===== config.mk =====
export PLATFORM = sky130hd
export DESIGN_NAME = hqm_event_balance_ctrl
export DESIGN_NICKNAME = d
export VERILOG_FILES = /design/src/rtl/hqm_event_balance_ctrl.sv
export SDC_FILE = /design/constraint.sdc
export NUM_CORES = 1
export LEC_CHECK = 0
export BUFFER_PORTS_ARGS = -buffer_cell sky130_fd_sc_hd__buf_2
export CAP_MARGIN = 10
export CORE_MARGIN = 2
export CORE_UTILIZATION = 37
export CTS_CLUSTER_DIAMETER = 200
export DETAILED_ROUTE_END_ITERATION = 6
export PLACE_DENSITY = 0.66
export SETUP_SLACK_MARGIN = 0.2
export SKIP_LAST_GASP = 1
export SYNTH_ARGS = -nofsm -noshare
export SYNTH_HDL_FRONTEND = slang
export SYNTH_SLANG_ARGS = --single-unit

===== constraint.sdc =====
create_clock -name clk -period 3.8 [get_ports clk]
set_input_delay 0 -clock clk [delete_from_list [all_inputs] [get_ports clk]]
set_output_delay 0 -clock clk [all_outputs]
set_load 0.03 [all_outputs]

===== src/rtl/hqm_event_balance_ctrl.sv =====
// hqm_event_balance_ctrl
// Tracks per-channel outstanding events (starts minus ends). On request it
// waits up to a programmable number of cycles for every channel to drain,
// then reports pass/fail with a per-channel failure mask. Dropped or
// duplicated events are flagged in sticky underflow/overflow masks.
module hqm_event_balance_ctrl #(
   parameter int NUM_CH = 4,
   parameter int CNT_W  = 8,
   parameter int TMO_W  = 16
) (
   input  logic              clk,
   input  logic              rst_n,
   input  logic [NUM_CH-1:0] in_event,
   input  logic [NUM_CH-1:0] out_event,
   input  logic              chk_req,
   input  logic [TMO_W-1:0]  chk_timeout,
   input  logic              err_clr,
   output logic              chk_busy,
   output logic              chk_ack,
   output logic              chk_pass,
   output logic [NUM_CH-1:0] chk_fail_mask,
   output logic [NUM_CH-1:0] err_uflow,
   output logic [NUM_CH-1:0] err_oflow,
   output logic              outstanding_any
);

   typedef enum logic [1:0] {
      S_IDLE   = 2'd0,
      S_DRAIN  = 2'd1,
      S_REPORT = 2'd2
   } state_t;

   state_t              r_state;
   state_t              w_state_next;
   logic [TMO_W-1:0]    r_timer;
   logic                r_pass;
   logic [NUM_CH-1:0]   r_fail_mask;
   logic [NUM_CH-1:0]   r_uflow;
   logic [NUM_CH-1:0]   r_oflow;

   logic [NUM_CH-1:0]   w_nonzero;
   logic [NUM_CH-1:0]   w_uflow_evt;
   logic [NUM_CH-1:0]   w_oflow_evt;
   logic                w_all_zero;
   logic                w_load_timer;
   logic                w_dec_timer;
   logic                w_done;
   logic                w_busy;
   logic                w_ack;
   logic [NUM_CH-1:0]   w_fail_mask;

   // Per-channel saturating outstanding counters and their error events.
   genvar gi;
   generate
      for (gi = 0; gi < NUM_CH; gi++) begin : ch_g
         logic [CNT_W-1:0] r_cnt;
         logic             w_inc_only;
         logic             w_dec_only;

         assign w_inc_only = in_event[gi] & ~out_event[gi];
         assign w_dec_only = out_event[gi] & ~in_event[gi];

         // Count moves by one unless it would wrap, in which case it holds.
         always_ff @(posedge clk or negedge rst_n) begin
            if (!rst_n) begin
               r_cnt <= '0;
            end else if (w_inc_only && (r_cnt != {CNT_W{1'b1}})) begin
               r_cnt <= r_cnt + 1'b1;
            end else if (w_dec_only && (r_cnt != '0)) begin
               r_cnt <= r_cnt - 1'b1;
            end
         end

         assign w_oflow_evt[gi] = w_inc_only & (r_cnt == {CNT_W{1'b1}});
         assign w_uflow_evt[gi] = w_dec_only & (r_cnt == '0);
         assign w_nonzero[gi]   = (r_cnt != '0);
      end
   endgenerate

   assign w_all_zero  = ~|w_nonzero;
   assign w_fail_mask = w_nonzero | r_uflow | r_oflow;

   // Sticky error masks; a new error in the clear cycle survives the clear.
   always_ff @(posedge clk or negedge rst_n) begin
      if (!rst_n) begin
         r_uflow <= '0;
         r_oflow <= '0;
      end else if (err_clr) begin
         r_uflow <= w_uflow_evt;
         r_oflow <= w_oflow_evt;
      end else begin
         r_uflow <= r_uflow | w_uflow_evt;
         r_oflow <= r_oflow | w_oflow_evt;
      end
   end

   // Check sequencer state register.
   always_ff @(posedge clk or negedge rst_n) begin
      if (!rst_n) begin
         r_state <= S_IDLE;
      end else begin
         r_state <= w_state_next;
      end
   end

   // Next-state and control decode for the check sequencer.
   always_comb begin
      w_state_next = r_state;
      w_load_timer = 1'b0;
      w_dec_timer  = 1'b0;
      w_done       = 1'b0;
      w_busy       = 1'b0;
      w_ack        = 1'b0;
      case (r_state)
         S_IDLE: begin
            if (chk_req) begin
               w_state_next = S_DRAIN;
               w_load_timer = 1'b1;
            end
         end
         S_DRAIN: begin
            w_busy = 1'b1;
            if (w_all_zero || (r_timer == '0)) begin
               w_state_next = S_REPORT;
               w_done       = 1'b1;
            end else begin
               w_dec_timer = 1'b1;
            end
         end
         S_REPORT: begin
            w_ack        = 1'b1;
            w_state_next = S_IDLE;
         end
         default: begin
            w_state_next = S_IDLE;
         end
      endcase
   end

   // Drain budget timer: loaded on request, counts down while waiting.
   always_ff @(posedge clk or negedge rst_n) begin
      if (!rst_n) begin
         r_timer <= '0;
      end else if (w_load_timer) begin
         r_timer <= chk_timeout;
      end else if (w_dec_timer) begin
         r_timer <= r_timer - 1'b1;
      end
   end

   // Result capture at drain exit; held until the next completed check.
   always_ff @(posedge clk or negedge rst_n) begin
      if (!rst_n) begin
         r_pass      <= 1'b0;
         r_fail_mask <= '0;
      end else if (w_done) begin
         r_pass      <= (w_fail_mask == '0);
         r_fail_mask <= w_fail_mask;
      end
   end

   assign chk_busy        = w_busy;
   assign chk_ack         = w_ack;
   assign chk_pass        = r_pass;
   assign chk_fail_mask   = r_fail_mask;
   assign err_uflow       = r_uflow;
   assign err_oflow       = r_oflow;
   assign outstanding_any = ~w_all_zero;

endmodule


==> impl_metrics.ini <==
[clock_tree]
cts.sinks = 63
cts_resized = 0
clock_latency_ps = 340
cts_buffer_depth = 2
ctsHoldBuffers = 21
post-cts-setup-buffers = 0
clock-root-buffer = clkbuf_8
htree_num_levels = 3
cts_tree = done
cts_made_buffers = 9
cts.clk_slew.worst_paths_ps = 70

[global_routing]
grt_max_degree = 37
grtUsageMet2 = 0.267
grt_pass1_vias = 3025
grt_util_met1 = 0.206
top_usage_layer = met2
antenna_found_initial = 0
grt.met3_usage = 0.0401
grt.total_usage = 0.159
grt_pass1_wl_mm = 14.4
overflow = 0

[worst_hold_path]
hp-class = input port to flop

[layout]
layout-drive-gt1-share = 0.187
final_cell_mix = dfrtp_1 (63), buf_2 (43), nor2_1 (42), a21oi_1 (32), nand2_1 (30)
num-nets-final = 536
layout_commonest_cell = dfrtp_1
antennaDiodeCount = 0
utilization = 0.454
fin_area_mm2 = 0.00466
syn2layout_area_growth_pct = 19.6
stdcell_count = 618

[floorplanning]
rows = 37
coreArea_mm2 = 0.0103
die-area_mm2 = 0.0114
io_pins = 44
die_x_um = 107
die_h_um = 107
initial_utilization = 0.379

[timing]
min_period_ps = 2920
worst_slew_pin_slew_ps = 664
setup_tns_ps = 0
finalHoldViolCount = 0
rsz0062_at_grt = no
timing.final.crit_share = 0.770
finalSetupViolCount = 0
relSlewSlack = 0.557
fmax_mhz = 342
finalClockSkew_ps = 11.9
final_max_slew_viol_count = 0
setup_ws_ps = 875
hold_ws_ps = 20.8

[logic_synthesis]
synth.area.top_cells = dfrtp_1 (40%), ha_1 (8.3%), xnor2_1 (4.7%)
ys_seq_area_frac = 0.404
synth_ff_type = dfrtp_1
synth_edf_count = 0
yosys_warnings = 0
synth.avg_cell_area_um2 = 9.58
synth-seq-cells = 63
syn-num-nets = 465
synth.distinct_cells = 48
yosysTopAreaCell = dfrtp_1
syn_inst = 407
synth_top_area_frac = 0.404
syn-cell-area_mm2 = 0.00390
synthArstFlopShare = 1.00

[routing]
antenna_left = 0
wire_per_inst_um = 13.7
first_iter_violations = 152
routed_wl_mm = 8.44
drc = 0
drt-vias-per-instance = 5.03
vias = 3110
drt-pass1-iter-count = 4

[placement]
place_inst = 582
hpwl_mm = 6.10
place.gp.congestion = 0.775
place.port_buffers = 43
post-place-ws_ps = 879
postPlaceCellArea_mm2 = 0.00427

[power_and_ir_drop]
p_per_area_mw_per_mm2 = 691
vdd_drop_max_mv = 0.208
power.total_mw = 3.22
leakage_nw = 2.02

[run_status]
status = finished, final reports clean

[setup_path]
critPathLaunchType = flop
cp_data_arrival_time_ps = 3130
endpoint_kind = flop
crit_fanout = 9
cp.required_ps = 4010
crit_type = flop to flop

[flow_run]
cap_violations = 0
## final timing paths
check,startpoint,end,slack [ps],cells past startpoint
max in group asynchronous,rst_n,err_oflow[3],2640,3
worst max-delay path,ch_g[0].r_cnt[0],ch_g[0].r_cnt[7],880,11
worst min-delay path,in_event[2],err_uflow[2],20,3
worst max register to register,ch_g[0].r_cnt[0],ch_g[0].r_cnt[7],880,11
worst min register to register,chk_fail_mask[2],chk_fail_mask[2],540,2
min in group asynchronous,rst_n,r_timer[9],230,2
## layer usage
| layer | routed length [µm] | part of all wire |
|---|---|---|
| met5 | 0 | 0 |
| met4 | 43 | 0.0051 |
| met3 | 351 | 0.042 |
| met2 | 4110 | 0.49 |
| met1 | 3930 | 0.47 |
## flip-flops by register name, summed over array words and instances (netlist names)
| name | count |
|---|---|
| ch_g.r_cnt | 32 |
| r_timer | 16 |
| chk_fail_mask | 4 |
| err_oflow | 4 |
| err_uflow | 4 |
| r_state | 2 |
| chk_pass | 1 |
## report_power, final
part | internal (mW) | switching [mW]
combinational | 0.718 | 0.710
clock | 0.284 | 0.260
sequential | 0.936 | 0.314
total | 1.94 | 1.28
## kinds of logic after synthesis
kind of cell | after synthesis | share of synthesized area
XOR/XNOR | 41 | 0.0921
flip-flops | 63 | 0.404
AO/OA/AOI/OAI | 89 | 0.139
multiplexers | 9 | 0.0253
adder cells (fa/ha/maj) | 30 | 0.104
AND/OR/NAND/NOR | 152 | 0.207
buffers and inverters | 23 | 0.0282
## final cells by class
cell class	instances	area, µm²
clock buffer	12	165
clock inverter	3	17.5
fill	991	5610
inverter	14	52.6
multi-input combinational	321	2220
sequential	63	1580
tap	136	170
timing repair buffer	69	463
## critical path, cell delays in order, from the launching register on
cell,delay [ps]
dfrtp_1,440
nand4_1,110
nor2_1,60
or3_1,480
ha_1,340
a21o_1,150
a21oi_1,230
nor2b_1,70
o21a_1,200
o41ai_2,350
mux2i_1,240
o211ai_1,90
## Yosys cell counts (2+ instances only)
cell type	n
or3_1	6
xnor2_1	21
a21oi_2	4
nor4_2	2
o41ai_1	2
nor4_1	13
o2bb2ai_1	4
mux2i_1	2
a21oi_1	32
o21a_1	2
nand4_1	8
nand2_1	30
mux2_2	7
nor2b_1	12
o21ai_1	3
xor2_1	20
and3_1	2
nand2b_1	6
a21o_1	5
o21bai_1	3
nor2_1	42
a22o_1	3
o21ai_0	27
clkbuf_1	7
nand3_1	3
ha_1	26
nor2_2	4
inv_1	14
dfrtp_1	63
nor3_1	12
nand4_2	2
fa_1	4
No activity file was read; power rests on OpenSTA's default activity.
